<file path="src/rtl/mst_chn_sched.sv">
// Channel scheduler for the FT601 master-FIFO path: round-robin grant over four
// channels, one bounded burst per grant, with a two-cycle guard between grants.
module mst_chn_sched #(
  parameter int MAXBURST = 256,
  parameter int CNTW     = 9,
  parameter int FILLTO   = 15
) (
  input  logic       clk,
  input  logic       rst_n,
  input  logic [3:0] chnena,
  input  logic       strmode,
  input  logic [3:0] srcrdy,
  input  logic [3:0] dstrdy,
  input  logic [3:0] prefnempt,
  input  logic       wrack,
  output logic       prefena,
  output logic [1:0] prefchn,
  output logic       prefmod,
  output logic       prefreq,
  output logic       busreq,
  output logic       bstdone
);

  typedef enum logic [2:0] {
    S_IDLE,
    S_ARB,
    S_FILL,
    S_XFER,
    S_GUARD
  } state_e;

  state_e          state_q;
  logic [1:0]      last_q;
  logic [1:0]      prefchn_q;
  logic            prefena_q;
  logic            prefmod_q;
  logic            busreq_q;
  logic            bstdone_q;
  logic            guard_q;
  logic [CNTW-1:0] burst_q;
  logic [CNTW-1:0] burst_d;
  logic [7:0]      fill_q;

  logic [3:0] elig;
  logic       any_elig;
  logic [1:0] winner;
  logic [1:0] cand;
  logic       cur_ena, cur_dst, cur_src, cur_pne;
  logic       burst_end;

  assign elig     = chnena & dstrdy & ({4{strmode}} | srcrdy | prefnempt);
  assign any_elig = |elig;

  // Scan from farthest to nearest so the nearest eligible channel after last_q wins.
  always_comb begin
    // NOTE: every always_comb output gets a default first so no latch is inferred.
    winner = last_q;
    cand   = last_q;
    for (int k = 4; k >= 1; k--) begin
      cand = last_q + 2'(k);
      if (elig[cand]) winner = cand;
    end
  end

  assign cur_ena = chnena[prefchn_q];
  assign cur_dst = dstrdy[prefchn_q];
  assign cur_src = srcrdy[prefchn_q];
  assign cur_pne = prefnempt[prefchn_q];

  // busreq_q is high exactly in XFER, so it gates the strobe without extra decode.
  assign prefreq = busreq_q & wrack & cur_pne;

  assign burst_d   = (prefreq && burst_q != CNTW'(MAXBURST)) ? burst_q + CNTW'(1) : burst_q;
  assign burst_end = (burst_d == CNTW'(MAXBURST)) | ~cur_dst | ~cur_ena |
                     (~cur_pne & ~cur_src & ~prefmod_q);

  // NOTE: sequential state uses non-blocking assignments only, so every register
  // samples the same pre-edge values regardless of statement order.
  always_ff @(posedge clk or negedge rst_n) begin
    if (!rst_n) begin
      state_q   <= S_IDLE;
      last_q    <= 2'd3;
      prefchn_q <= 2'd0;
      prefena_q <= 1'b0;
      prefmod_q <= 1'b0;
      busreq_q  <= 1'b0;
      bstdone_q <= 1'b0;
      guard_q   <= 1'b0;
      burst_q   <= '0;
      fill_q    <= '0;
    end else begin
      bstdone_q <= 1'b0;
      unique case (state_q)
        S_IDLE: begin
          if (any_elig) state_q <= S_ARB;
        end
        S_ARB: begin
          if (any_elig) begin
            prefchn_q <= winner;
            last_q    <= winner;
            prefmod_q <= strmode;
            burst_q   <= '0;
            fill_q    <= '0;
            prefena_q <= 1'b1;
            state_q   <= S_FILL;
          end else begin
            state_q <= S_IDLE;
          end
        end
        S_FILL: begin
          if (cur_pne) begin
            busreq_q <= 1'b1;
            state_q  <= S_XFER;
          end else if (fill_q == 8'(FILLTO - 1)) begin
            prefena_q <= 1'b0;
            bstdone_q <= 1'b1;
            guard_q   <= 1'b0;
            state_q   <= S_GUARD;
          end else begin
            fill_q <= fill_q + 8'd1;
          end
        end
        S_XFER: begin
          burst_q <= burst_d;
          if (burst_end) begin
            prefena_q <= 1'b0;
            busreq_q  <= 1'b0;
            bstdone_q <= 1'b1;
            guard_q   <= 1'b0;
            state_q   <= S_GUARD;
          end
        end
        S_GUARD: begin
          // prefchn_q is held here so the last pre-fetch write lands in its channel.
          if (!guard_q) guard_q <= 1'b1;
          else          state_q <= any_elig ? S_ARB : S_IDLE;
        end
        default: state_q <= S_IDLE;
      endcase
    end
  end

  assign prefena = prefena_q;
  assign prefchn = prefchn_q;
  assign prefmod = prefmod_q;
  assign busreq  = busreq_q;
  assign bstdone = bstdone_q;

endmodule

</file>
<file path="config.mk">
export PLATFORM = sky130hd
export DESIGN_NAME = mst_chn_sched
export DESIGN_NICKNAME = d
export VERILOG_FILES = /design/src/rtl/mst_chn_sched.sv
export SDC_FILE = /design/constraint.sdc
export NUM_CORES = 1
export LEC_CHECK = 0
export CAP_MARGIN = 20
export CORE_MARGIN = 1.5
export CORE_UTILIZATION = 39
export DETAILED_ROUTE_END_ITERATION = 12
export PLACE_DENSITY_LB_ADDON = 0.12
export SLEW_MARGIN = 40
export SYNTH_ARGS = -nofsm -noshare
export SYNTH_HDL_FRONTEND = slang
export SYNTH_SLANG_ARGS = --single-unit
</file>
<file path="constraint.sdc">
create_clock -name clk -period 2.01 [get_ports clk]
set_input_delay 0.201 -clock clk [delete_from_list [all_inputs] [get_ports clk]]
set_output_delay 0.201 -clock clk [all_outputs]
set_load 0.005 [all_outputs]
</file>
==> out/results.tsv <==
metric	value	unit
antenna_cells	0	
skew	3.588	ps
finalWirelength	5856	um
gr-usage-all-layers	21.19	%
place_inst	368	
syn_inst	233	
cp_data_required_time	2180	ps
syn-mean-instance-area	9.005	sq um
async_reset_ff_share	100.0	%
vias_per_cell	5.451	
grt_pass1_wl	9791	um
antenna_found_initial	0	
layout_setup_ws	-259.2	ps
cts-buffers-inserted	5	
cts_sinks	29	
num_io_pins	27	
cp-end-kind	flip-flop	
drc	0	
hold_ws	296.8	ps
yosys.area.top_type	dfrtp_1	
synth_edf_count	0	
worstSkewPairLatency	290	ps
worst_pin_slew	504.6	ps
gp_congestion	0.8627	
ys_seq_elements	29	
final_cells	379	
row_count	26	
initial_core_util	40.82	%
ys_top_cells_by_area	dfrtp_1 (32%), o21ai_0 (6.4%), nor2_1 (3.8%)	
ant_nets	0	
cts-root-buf	clkbuf_8	
routedWlPerCell	15.45	um
setup_violations	7	
dieArea	0.005829	sq mm
maxCapViolCount	0	
holdCritPathClass	input pin to asynchronous set/reset pin	
path_class	flip-flop to flip-flop	
vias	2066	
hold_violations	0	
n_fill_cell	497	
cts_hold_buf	0	
yosysWarnings	0	
relSlewSlack	65.93	%
htree_levels	2	
final_cell_area	0.003043	sq mm
yosysSeqAreaShare	34.70	%
die_w	76.35	um
synth_nets	257	
rsz0062_at_grt	yes	
grt_max_degree	30	
die_h	76.35	um
dpl_cell_area	0.002831	sq mm
port_buffers	26	
period_needed	2269	ps
worstPathMaxFanout	5	
overflow	0	
max_freq	440.7	MHz
clkTransAtPathRegs	70	ps
syn-cell-area	0.002098	sq mm
synth_ff_type	dfrtp_1	
p_per_area	1100	mW/mm^2
dp.final_hpwl	4236	um
grt_pass1_vias	2072	
post-route-period-util	112.9	%
dr.pass1.iters	4	
leakagePower	1.348	nW
synth_commonest_cells	dfrtp_1 (27), o21ai_0 (27), nor2_1 (21)	
area.growth.synth_to_final	45.02	%
clock_path_buffers	2	
cts_tree	done	
crit_arrival	2440	ps
final_nets	332	
drt_iter0_markers	164	
cp-start-kind	flip-flop	
drive_gt1_share	30.74	%
synthDistinctLibCells	60	
status	complete, but fails checks	
ir_drop	0.6975	mV
violations	negative setup slack	
finalMaxSlewViolations	0	
yosysTopAreaCellShare	32.20	%
coreArea	0.005140	sq mm
==> flip-flops by register name (all words and copies together) (netlist names) <==
register,cells
prefmod,1
prefchn,2
prefena,1
state_q,3
bstdone,1
fill_q,8
last_q,2
burst_q,9
busreq,1
guard_q,1
==> power breakdown <==
part / switching, mW / leakage (nW) / internal [mW]
sequential: 0.182 / 0.378 / 0.740
combinational: 0.803 / 0.901 / 0.873
clock: 0.256 / 0.0681 / 0.493
total: 1.24 / 1.35 / 2.11
==> worst paths after layout <==
| check | cells past startpoint | to | from | slack, ps |
|---|---|---|---|---|
| max | 9 | prefena | burst_q[0] | -260 |
| max reg2reg | 9 | prefena | burst_q[0] | -260 |
| max in group asynchronous | 2 | last_q[0] | rst_n | 1380 |
| min in group clk | 3 | prefmod | strmode | 390 |
| min reg2reg | 2 | prefmod | prefmod | 520 |
| min | 2 | fill_q[4] | rst_n | 300 |
==> stage by stage <==
step / util (%) / total power, mW / TNS, ps / setup WS, ps
after floorplan: - / 1.836 / -622.6 / -107.3
after global placement: 55.09 / 2.488 / -7705 / -338.8
after detailed placement: 55.09 / 2.493 / -7683 / -368.0
after CTS: 58.45 / 3.310 / -1781 / -279.7
after global routing: 59.20 / 3.562 / -2649 / -360.4
final: 59.20 / 3.346 / -1636 / -259.2
==> critical path, cell delays in order (launching register included) <==
cell and delay (ps):
dfrtp_1 370, inv_2 60, ha_4 160, or4b_4 220
nor3_4 40, buf_4 130, or4_1 400, a222oi_1 440
a21o_2 250, a211oi_2 80
==> final cells by class <==
type / instances / area (sq um) / share of cell area (%)
well taps: 70 / 87.58 / 2.878
repair buffers: 79 / 659.4 / 21.67
clock buffers: 5 / 68.82 / 2.262
inverters: 10 / 37.54 / 1.234
multi-input cells: 183 / 1396 / 45.89
flip-flops and latches: 29 / 728.2 / 23.93
clock inverters: 3 / 65.06 / 2.138
==> routing by layer <==
| metal | track usage, % | vias to the layer above | wire length (um) |
|---|---|---|---|
| met3 | 3.952 | 6 | 218 |
| met1 | 27.73 | 987 | 2689 |
| met2 | 35.00 | 43 | 2876 |
| li1 | - | 1030 | - |
| met5 | 0 | - | 0 |
| met4 | 7.407 | 0 | 72 |
==> kinds of logic (layout without fill, tap and decap cells) <==
group / count (synthesis) / in the layout / synth area share [%]
AOI/OAI and AO/OA: 72 / 72 / 24.39
xor gates and xnor gates: 9 / 9 / 3.757
adders and majority gates: 4 / 4 / 2.385
buffers and inverters: 21 / 97 / 4.591
DFF: 29 / 29 / 34.70
muxes: 7 / 7 / 5.605
and+or+nand+nor: 91 / 91 / 24.57
==> cells in the final DEF (no fill, tap or decap), types with 3 or more instances in the layout <==
cell	Yosys	routed
buf_4	0	52
and4_1	3	3
o21ai_0	27	26
nand2_1	19	19
o311ai_0	3	3
nand2b_1	4	4
clkbuf_8	0	5
nand4_1	5	5
dfrtp_1	27	27
a31oi_1	3	3
a21oi_1	9	8
o311a_1	5	5
inv_1	9	7
ha_1	4	3
nor2_1	21	20
a21o_1	4	4
inv_2	1	3
xnor2_1	8	8
nor4b_4	0	4
and3_1	5	5
nand3_1	8	8
nor3_1	7	4
clkdlybuf4s50_1	0	24
==> repair_timing <==
action                                  CTS  global route
endpoints found under the hold margin     0             0
pin swaps                                 5            19
endpoints found under the setup margin   14            24
buffers inserted                          2             1
gates resized for setup                   8             9
cloned                                    0             0
No activity file was read; power rests on OpenSTA's default activity.
